<file path="config.mk">
export PLATFORM = sky130hd
export DESIGN_NAME = cordic_rotate_serial
export DESIGN_NICKNAME = d
export VERILOG_FILES = /design/src/rtl/cordic_pkg.sv /design/src/rtl/cordic_micro_rot.sv /design/src/rtl/cordic_rotate_serial.sv
export SDC_FILE = /design/constraint.sdc
export NUM_CORES = 1
export LEC_CHECK = 0
export CORE_UTILIZATION = 35
export CTS_CLUSTER_DIAMETER = 120
export DETAILED_ROUTE_END_ITERATION = 10
export PLACE_DENSITY = 0.62
export SLEW_MARGIN = 20
export SYNTH_ARGS = -nofsm -noshare
export SYNTH_HDL_FRONTEND = slang
export SYNTH_SLANG_ARGS = --single-unit
</file>
<file path="constraint.sdc">
create_clock -name clk -period 14.2 [get_ports clk]
set_clock_uncertainty 0.05 [all_clocks]
set_input_delay 1.42 -clock clk [delete_from_list [all_inputs] [get_ports clk]]
set_output_delay 1.42 -clock clk [all_outputs]
set_load 0.05 [all_outputs]
</file>
<file path="src/rtl/cordic_pkg.sv">
//------------------------------------------------------------------------------
// Module   : cordic_pkg
// Purpose  : Shared constants and types for the CORDIC rotation/vectoring
//            blocks: the arctangent table (deg*2^16), CORDIC gain
//            compensation, angle constants and FSM state encoding.
// Revision : 1.0  initial release
//------------------------------------------------------------------------------
`default_nettype none

package cordic_pkg;

  // atan(2^-i) in degrees * 2^16; the vectoring block reads the same table
  localparam logic signed [31:0] ATAN_LUT [0:15] = '{
    32'sd2949120, 32'sd1740992, 32'sd919872, 32'sd466944,
    32'sd234368,  32'sd117312,  32'sd58688,  32'sd29312,
    32'sd14656,   32'sd7360,    32'sd3648,   32'sd1856,
    32'sd896,     32'sd448,     32'sd256,    32'sd128
  };

  // 1/K = 0.607253 * 2^16: pre-scales x so the result lands at unit gain
  localparam logic signed [31:0] K_INV  = 32'sd39797;
  localparam logic signed [31:0] DEG90  = 32'sd5898240;
  localparam logic signed [31:0] DEG180 = 32'sd11796480;

  typedef enum logic [1:0] {
    IDLE = 2'd0,
    RUN  = 2'd1,
    DONE = 2'd2
  } state_t;

  // Table lookup by iteration index
  function automatic logic signed [31:0] atan_at(input logic [3:0] idx);
    return ATAN_LUT[idx];
  endfunction

endpackage

`default_nettype wire

</file>
<file path="src/rtl/cordic_micro_rot.sv">
//------------------------------------------------------------------------------
// Module   : cordic_micro_rot
// Purpose  : One combinational CORDIC micro-rotation. mode=0 is rotation
//            (direction from the sign of z), mode=1 is vectoring (direction
//            chosen to drive y toward zero).
// Revision : 1.0  initial release
//------------------------------------------------------------------------------
`default_nettype none

module cordic_micro_rot (
  input  logic signed [31:0] x_in,
  input  logic signed [31:0] y_in,
  input  logic signed [31:0] z_in,
  input  logic        [3:0]  shift,
  input  logic signed [31:0] atan,
  input  logic               mode,
  output logic signed [31:0] x_out,
  output logic signed [31:0] y_out,
  output logic signed [31:0] z_out
);

  logic signed [31:0] w_xs;
  logic signed [31:0] w_ys;
  logic               w_d_pos;

  // Select rotation direction and apply the shifted cross terms (wrapping adds)
  always_comb begin
    w_xs    = x_in >>> shift;
    w_ys    = y_in >>> shift;
    w_d_pos = mode ? y_in[31] : ~z_in[31];
    if (w_d_pos) begin
      x_out = x_in - w_ys;
      y_out = y_in + w_xs;
      z_out = z_in - atan;
    end else begin
      x_out = x_in + w_ys;
      y_out = y_in - w_xs;
      z_out = z_in + atan;
    end
  end

endmodule

`default_nettype wire

</file>
<file path="src/rtl/cordic_rotate_serial.sv">
//------------------------------------------------------------------------------
// Module   : cordic_rotate_serial
// Purpose  : Iterative rotation-mode CORDIC. Accepts one angle (deg*2^16)
//            through a valid/ready handshake, runs one micro-rotation per
//            clock and pulses out_valid with cos/sin scaled by 2^16.
//            Optional macro CORDIC_QUAD_EXT_EN enables quadrant folding so
//            the legal input range widens from +-90 to +-180 degrees.
// Revision : 1.0  initial release
//------------------------------------------------------------------------------
`default_nettype none

module cordic_rotate_serial
  import cordic_pkg::*;
#(
  parameter int ITER = 16
) (
  input  logic        clk,
  input  logic        rst,
  input  logic        in_valid,
  output logic        in_ready,
  input  logic [31:0] angle_in,
  output logic        out_valid,
  output logic [31:0] cos_out,
  output logic [31:0] sin_out
);

  if ((ITER < 1) || (ITER > 16)) begin : g_iter_range_err
    $error("cordic_rotate_serial: ITER must be in 1..16");
  end

  localparam logic [3:0] LAST_ITER = 4'(ITER - 1);

  state_t             r_state;
  logic        [3:0]  r_iter;
  logic signed [31:0] r_x;
  logic signed [31:0] r_y;
  logic signed [31:0] r_z;
  logic               r_neg;

  logic signed [31:0] w_z0;
  logic               w_neg;
  logic signed [31:0] w_x_nxt;
  logic signed [31:0] w_y_nxt;
  logic signed [31:0] w_z_nxt;

  // Ready only while idle and out of reset
  assign in_ready = (r_state == IDLE) && !rst;

  // Initial residual angle, folded into +-90 deg when the extension is built
  always_comb begin
`ifdef CORDIC_QUAD_EXT_EN
    if ($signed(angle_in) > DEG90) begin
      w_z0  = $signed(angle_in) - DEG180;
      w_neg = 1'b1;
    end else if ($signed(angle_in) < -DEG90) begin
      w_z0  = $signed(angle_in) + DEG180;
      w_neg = 1'b1;
    end else begin
      w_z0  = $signed(angle_in);
      w_neg = 1'b0;
    end
`else
    w_z0  = $signed(angle_in);
    w_neg = 1'b0;
`endif
  end

  cordic_micro_rot u_micro_rot (
    .x_in  (r_x),
    .y_in  (r_y),
    .z_in  (r_z),
    .shift (r_iter),
    .atan  (atan_at(r_iter)),
    .mode  (1'b0),
    .x_out (w_x_nxt),
    .y_out (w_y_nxt),
    .z_out (w_z_nxt)
  );

  // Control FSM and datapath registers; out_valid defaults low each edge
  always_ff @(posedge clk or posedge rst) begin
    if (rst) begin
      r_state   <= IDLE;
      r_iter    <= 4'd0;
      r_x       <= 32'sd0;
      r_y       <= 32'sd0;
      r_z       <= 32'sd0;
      r_neg     <= 1'b0;
      out_valid <= 1'b0;
      cos_out   <= 32'd0;
      sin_out   <= 32'd0;
    end else begin
      out_valid <= 1'b0;
      case (r_state)
        IDLE: begin
          if (in_valid) begin
            r_x     <= K_INV;
            r_y     <= 32'sd0;
            r_z     <= w_z0;
            r_neg   <= w_neg;
            r_iter  <= 4'd0;
            r_state <= RUN;
          end
        end
        RUN: begin
          r_x    <= w_x_nxt;
          r_y    <= w_y_nxt;
          r_z    <= w_z_nxt;
          r_iter <= r_iter + 4'd1;
          if (r_iter == LAST_ITER) begin
            r_state <= DONE;
          end
        end
        DONE: begin
          cos_out   <= r_neg ? 32'(-r_x) : 32'(r_x);
          sin_out   <= r_neg ? 32'(-r_y) : 32'(r_y);
          out_valid <= 1'b1;
          r_state   <= IDLE;
        end
        default: begin
          r_state <= IDLE;
        end
      endcase
    end
  end

endmodule

`default_nettype wire
</file>
# == After elaboration in Yosys (flattened, before gate mapping) ==
# Memories as Yosys holds them, arrays and structs flattened.
# Index checks and enable logic that the tools add are counted.
# word_totals
inputBits,35
regBits,167
elab_cells,48
mem_bits_ro,512
latch_bits,0
memories,1
ram_bits,0
# mem_list
memory,depth,width,rd,rd_ports_with_merged_regs,wr,line,source
(no name shown),16,32,1,0,0,cordic_pkg.sv:33,return ATAN_LUT[idx];
# classes
div,0
eq_ne,5
n_addsub,7
magnitude_cmp,1
n_mul,0
reduce_logical,6
mux,17
bitwise,1
shift,2
# ops
cell,count
32-bit two-way mux,8
32-bit case mux with 2 select lines,3
32-bit adder,3
32-bit subtractor,3
32-bit by 4-bit >>> shifter with 32-bit output,2
4-bit case mux with 2 select lines,1
"5-bit greater-or-equal comparator, second input constant",1
4-bit inverter with 5-bit output,1
"4-bit by 1-bit adder with 4-bit output, second input constant",1
"4-bit == test, second input constant",1
2-bit two-way mux,2
4-bit two-way mux,1
"2-bit inequality test, second input constant",2
2-bit case mux with 2 select lines,1
2-bit AND reduction,2
"2-bit by 1-bit == test with 1-bit output, second input constant",1
"2-bit == test, second input constant",1
2-bit logical NOT,1
2-bit nonzero test,1
1-bit logical AND,1
1-bit logical NOT,1
1-bit two-way mux,1

# == Logic depth before layout (Yosys ltp) ==
# Gate-level depths: netlist of run 1.
# depth
word_depth,7
mapped_depth,30
ltp_nobuf,23

# == By module ==
# Synthesis of run 1 repeated with hierarchy kept, for this count alone.
# hier_totals
cells_unflattened,2031
hier_area_um2,17093.9
# modules_own_cells
mod,seq_area_each_um2,instances,area_each_um2,cells_each
cordic_micro_rot,0.0,1,10044.6,1357
cordic_rotate_serial,4179.0,1,7049.3,674

# == Least setup slack after synthesis of run 1 ==
# OpenSTA, ideal clock, no wires.
# synth_timing
path_kind,register to register
from,register r_iter[2]
to,register r_x[30]
slack_ns,8.594
stages_incl_launch_ff,22
setup_time_ns,0.069
t_required_ns,14.081
t_arrival_ns,5.487
synth_period_minus_slack_ns,5.606
path_cell_list,dfrtp_1 -> buf_1 -> clkbuf_1 -> clkbuf_1 -> buf_1 -> clkbuf_1 -> buf_1 -> clkbuf_1 -> a21oi_1 -> xor2_1 -> ha_1 -> o21a_1 -> o31a_1 -> o211a_1 -> o211ai_1 -> a21oi_1 -> o311ai_1 -> a31oi_1 -> a211oi_1 -> o31ai_1 -> or4b_1 -> nand3_1
# synth_between
elab_chain_cells,4
# synth_lines
element,line,source
"start, declared",cordic_rotate_serial.sv:34,logic [3:0] r_iter;
"start signal, assigned",cordic_rotate_serial.sv:109,r_iter <= r_iter + 4'd1;
32-bit by 4-bit >>> shifter with 32-bit output *,cordic_micro_rot.sv:29,w_ys = y_in >>> shift;
32-bit subtractor / 32-bit adder (equally long branches),"cordic_micro_rot.sv:32, cordic_micro_rot.sv:36",
32-bit two-way mux *,cordic_micro_rot.sv:31,if (w_d_pos) begin
32-bit case mux with 2 select lines *,cordic_rotate_serial.sv:94,case (r_state)
"end signal, assigned",cordic_rotate_serial.sv:106,r_x <= w_x_nxt;
"end, declared",cordic_rotate_serial.sv:35,logic signed [31:0] r_x;
# Every way passes the cells marked *; elsewhere a longest branch is shown, timed or not.
# A chain may end at the register's enable or synchronous reset.

# == Worst setup path after layout of run 1 ==
# layout_timing
from,register r_iter[1]
to,register r_x[30]
# Same word-level chain as after synthesis.

==> results.py, run 1 <==
metrics = {
    "outcome": {
        "status": "complete, no violations",
    },
    "worst_setup_path": {
        "r2r_cells": 19,
        "start_kind": "register",
        "cp.arrival_ps": 7500,
        "required_ps": 14540,
        "cp_max_fo": 65,
        "critPathKind": "reg2reg",
        "endpoint_kind": "register",
    },
    "synth": {
        "synthTopCellsByArea": "dfrtp_1 (26%), mux4_2 (9.1%), ha_1 (8.0%)",
        "yosys.area.top_type": "dfrtp_1",
        "synth_cell_types": 81,
        "syn_area_um2": 15600,
        "yosysMostFrequentCell": "nand2_1",
        "yosysTopAreaCellShare_pct": 25.8,
        "synth_nets": 1896,
        "synthFlopType": "dfrtp_1",
        "synth_common_cells": "nand2_1 (185), dfrtp_1 (161), a21oi_1 (150), nor2_1 (112), o21ai_0 (108)",
        "async_reset_ff_share_pct": 100,
        "ys_warn_count": 0,
        "yosysSeqAreaShare_pct": 25.8,
        "ys_ff_latch": 161,
        "synth-edff-count": 0,
        "synth.avg_cell_area_um2": 8.90,
        "synthesis.instances": 1758,
    },
    "route": {
        "vias": 13700,
        "drtIter0Drc": 1035,
        "met1_length_um": 20300,
        "top_layer": "met4",
        "routed-wl-met2_um": 21300,
        "post-route-drc-count": 0,
        "firstDrtPassIters": 7,
        "via_per_inst": 5.74,
        "ant_nets": 0,
        "detail_route.wl_per_cell_um": 18.8,
        "totalWireLength_um": 45100,
        "wl_met3_um": 2370,
    },
    "clock_network": {
        "ctsLongestPathBuffers": 2,
        "cts_resized": 0,
        "cts_tree": "built",
        "clock-sinks": 161,
        "htreeDepth": 4,
        "ctsRootBufferMaster": "clkbuf_16",
        "ctsHoldBuffers": 0,
        "clk_pin_slew_ps": 70,
        "numCtsBuffers": 17,
        "clk_latency_ps": 460,
        "post_cts_buffers": 0,
    },
    "grt": {
        "grt_pass1_wl_um": 72800,
        "antenna_found_initial": 0,
        "track_usage_pct": 20.3,
        "grt_pass1_vias": 13400,
        "grt_max_degree": 90,
        "grt_overflow_total": 0,
    },
    "sta": {
        "fin_setup_tns_ps": 0,
        "fmax_mhz": 140,
        "slew_viol_final": 0,
        "fin_crit_ps": 7160,
        "relSlewSlack_pct": 31.8,
        "setup_viol_count_final": 0,
        "rsz0062_at_grt": "no",
        "finalCritPeriodShare_pct": 50.4,
        "tightest_slew_ps": 1020,
        "finalHoldViolations": 0,
        "setup_ws_ps": 7040,
    },
    "die": {
        "initial_core_util_pct": 35.5,
        "dieWidth_um": 213,
        "die-area_um2": 45500,
        "chipHeight_um": 213,
        "rows": 77,
        "io_pins": 101,
        "core-area_um2": 44100,
    },
    "place": {
        "hpwl_um": 32300,
        "io_buffers": 94,
        "pre_cts_ws_ps": 7170,
        "placed_cell_area_um2": 17000,
        "place_congestion": 0.882,
    },
    "hold_path": {
        "hold_depth": 1,
        "hold_class": "reg2reg",
    },
    "final_layout": {
        "nNetsFinal": 1923,
        "drive_gt1_share_pct": 11.9,
        "area_growth_pct": 12.7,
        "diodes": 0,
        "design_area_um2": 17600,
        "final_core_util_pct": 40.0,
    },
    "flow_run": {
        "drv_cap": 0,
    },
}
-- area by class of cell --
cell class	count	area, µm²
Clock buffer	20	437
Multi-Input combinational cell	1435	10900
Tap cell	592	741
Timing Repair Buffer	111	1070
Inverter	59	226
Fill cell	4408	26500
Sequential cell	161	4040
Clock inverter	12	183
-- final timing paths --
| kind | start | endpoint | slack (ps) |
|---|---|---|---|
| max in group asynchronous | rst | sin_out[12] | 11140 |
| worst min register to register | sin_out[11] | sin_out[11] | 450 |
| worst max register to register | r_iter[1] | r_x[30] | 7040 |
| worst max-delay path | r_iter[1] | r_x[30] | 7040 |
| worst min-delay path | sin_out[11] | sin_out[11] | 450 |
| min in group asynchronous | rst | r_z[27] | 1480 |
-- cells in the final DEF (no fill, tap or decap), types with 5 or more instances in the layout --
cell	count
a211oi_1	13
a21boi_0	5
a21o_1	39
a21oi_1	150
a221oi_1	6
a22oi_1	9
a31oi_1	34
a41oi_1	6
and2_1	12
and3_1	23
buf_4	17
clkbuf_16	17
clkdlybuf4s50_1	94
dfrtp_1	156
ha_1	100
inv_1	52
mux2_1	7
mux2_2	77
mux2i_1	55
mux4_2	63
nand2_1	184
nand2b_1	17
nand3_1	33
nor2_1	109
nor2b_1	36
nor3_1	27
o211ai_1	7
o21a_1	15
o21ai_0	108
o21ai_1	5
o21bai_1	17
o22a_1	14
o22ai_1	27
o31ai_1	8
or2_2	5
or3_1	9
xnor2_1	74
xor2_1	65
-- metal layers --
metal / global-route usage [%] / up-vias
li1: - / 6548
met1: 26.7 / 6728
met2: 33.4 / 389
met3: 3.87 / 60
met4: 6.95 / 0
met5: 0 / -
-- critical path: stages, from the launching register on --
cell	delay, ps
dfrtp_4	710
buf_4	820
mux4_2	650
mux2_1	330
mux2i_1	270
ha_1	270
nor2_1	70
xnor2_1	150
ha_1	340
nor2b_1	170
o31a_1	270
o211a_1	270
o211ai_1	280
a21oi_1	170
o311ai_1	490
a31oi_1	280
a211oi_1	620
o31ai_1	230
or4b_1	540
nand3_1	80
-- through the flow --
| stage | hold slack [ps] | instances |
|---|---|---|
| floorplan | 429 | 1758 |
| global placement | 441 | 2358 |
| detailed placement | 448 | 2358 |
| CTS | 460 | 2390 |
| global route | 470 | 2390 |
| finish | 453 | 2390 |
-- state kept, by name (all words and copies together), names as in the netlist --
signal     cells
cos_out       32
r_x           32
r_y           32
sin_out       32
r_z           26
r_iter         4
r_state        2
out_valid      1
-- kinds of logic (layout without fill, tap and decap cells) --
kind of cell               count (synthesis)  count (layout)  synth area share (%)
AOI/OAI and AO/OA                        505             505                  20.2
and+or+nand+nor                          484             484                  14.5
muxes                                    203             203                  18.8
buffers and inverters                    162             202                  4.42
DFF                                      161             161                  25.8
xor gates and xnor gates                 140             140                  7.93
adders and majority gates                103             103                  8.38
Power of run 1 is left out: the tool's default activity adds up to more than one toggle a clock period on the data nets, which glitch-free logic cannot reach.
==> run 2, diff against run 1 <==
- PLACE_DENSITY: 0.62 -> 0.64
- clock period: 14.2 -> 6.3 ns (I/O delays scaled with it)
==> run 2 against run 1 <==
Compared with the run above: hold slack is essentially flat; largest cell class unchanged; sequential share of layout area shrank 0.32 points; final area grew 1.4%; first-iteration DRC count grew 15%; register-to-register slack lost 6700 ps; die area is the same; routed wire length grew 3.2%; critical path depth grew 1; worst setup slack lost 6700 ps; critical path type unchanged.
==> results.py, run 2 (synthesis results as in run 1) <==
metrics = {
    "sta": {
        "fin_crit_ps": 5940,
        "tightest_slew_ps": 976,
        "fin_setup_tns_ps": 0,
        "finalHoldViolations": 0,
        "finalCritPeriodShare_pct": 94.2,
        "relSlewSlack_pct": 34.9,
        "rsz0062_at_grt": "no",
        "slew_viol_final": 0,
        "fmax_mhz": 168,
        "setup_viol_count_final": 0,
    },
    "worst_setup_path": {
        "cp_max_fo": 31,
        "required_ps": 6650,
        "start_kind": "register",
        "cp.arrival_ps": 6280,
        "endpoint_kind": "register",
        "critPathKind": "reg2reg",
    },
    "die": {
        "chipHeight_um": 213,
        "dieWidth_um": 213,
        "rows": 77,
        "io_pins": 101,
        "initial_core_util_pct": 35.5,
        "core-area_um2": 44100,
        "die-area_um2": 45500,
    },
    "route": {
        "totalWireLength_um": 46500,
        "vias": 14000,
        "post-route-drc-count": 0,
        "firstDrtPassIters": 5,
        "via_per_inst": 5.76,
        "detail_route.wl_per_cell_um": 19.2,
        "ant_nets": 0,
        "drtIter0Drc": 1195,
    },
    "final_layout": {
        "drive_gt1_share_pct": 13.7,
        "multiInputGateArea_um2": 11000,
        "regArea_um2": 4040,
        "diodes": 0,
        "num-fill-cells": 4423,
        "area_growth_pct": 14.4,
        "final_common_cell": "nand2_1",
        "final_cell_mix": "nand2_1 (184), dfrtp_1 (156), a21oi_1 (150)",
        "nNetsFinal": 1958,
    },
    "grt": {
        "grt_max_degree": 75,
        "track_usage_pct": 20.9,
        "grt_pass1_wl_um": 74400,
        "antenna_found_initial": 0,
        "grt_overflow_total": 0,
        "grt_pass1_vias": 13600,
    },
    "clock_network": {
        "ctsRootBufferMaster": "clkbuf_16",
        "htreeDepth": 4,
        "ctsHoldBuffers": 0,
        "ctsLongestPathBuffers": 2,
        "numCtsBuffers": 17,
        "clk_latency_ps": 470,
        "clock-sinks": 161,
        "cts_tree": "built",
        "clk_pin_slew_ps": 70,
    },
    "flow_run": {
        "drv_cap": 0,
    },
    "outcome": {
        "status": "complete, no violations",
    },
    "hold_path": {
        "hold_class": "reg2reg",
    },
    "place": {
        "hpwl_um": 34400,
        "io_buffers": 94,
        "place_congestion": 0.916,
    },
}
## run 2: cell count changes in the layout (fill, tap and decap cells not counted), sizes merged
cell / before / now
buf: 17 / 52
bufinv: 4 / 2
inv: 59 / 57
clkinv: 5 / 7
## run 2: metal layers
metal	vias to the layer above	GRT usage, %	wire length (µm)
li1	6604	-	-
met1	6812	27.4	20600
met2	477	33.6	21500
met3	67	4.38	3000
met4	0	8.18	1420
met5	-	0	0
## run 2: worst paths after layout
kind,from,end,slack [ps],depth (start not counted)
hold / removal,sin_out[3],sin_out[3],450,1
max in group asynchronous,rst,sin_out[12],4430,3
hold reg to reg,sin_out[3],sin_out[3],450,1
setup reg to reg,r_iter[3],r_x[30],360,20
min in group asynchronous,rst,r_z[24],470,2
setup / recovery,r_iter[3],r_x[30],360,20
## run 2: critical path, cell delays in order (launching register included)
cell and delay, ps:
dfrtp_2 850, buf_4 310, mux4_2 350, mux2i_1 370, nand2_1 130, o32ai_1 270
nand3_1 150, or3_1 410, nor2b_1 170, xnor2_1 160, ha_1 340, nor2b_1 160
o21ai_0 210, nand2b_1 110, o311ai_1 370, a31oi_1 260, a211oi_1 300, buf_4 180
o31ai_1 100, or4b_1 510, nand3_1 90
## run 2: area by class of cell
class | count | area share, %
Clock buffer | 20 | 2.50
Clock inverter | 10 | 0.643
Inverter | 59 | 1.27
Multi-Input combinational cell | 1435 | 61.2
Sequential cell | 161 | 22.6
Tap cell | 592 | 4.14
Timing Repair Buffer | 146 | 7.62
## run 2: timing repair
item / CTS / global route
resized for setup: 0 / 3
buffers inserted: 0 / 1
setup endpoints to repair: 0 / 8
## run 2: metrics by stage
| step | std cells | instance area (µm²) | util [%] | hold slack [ps] | worst slack [ps] |
|---|---|---|---|---|---|
| 4_1_cts | 2422 | 17800 | 40.4 | 456 | 293 |
| 5_1_grt | 2423 | 17900 | 40.5 | 469 | 18.9 |
| 3_5_place_dp | 2392 | 17300 | 39.2 | 445 | 324 |
| 3_3_place_gp | 2392 | 17300 | 39.2 | 440 | 469 |
| 6_report | 2423 | 17900 | 40.5 | 453 | 364 |
| 2_1_floorplan | 1758 | 15600 | - | 429 | 694 |
Power of run 2 is left out for the same reason.
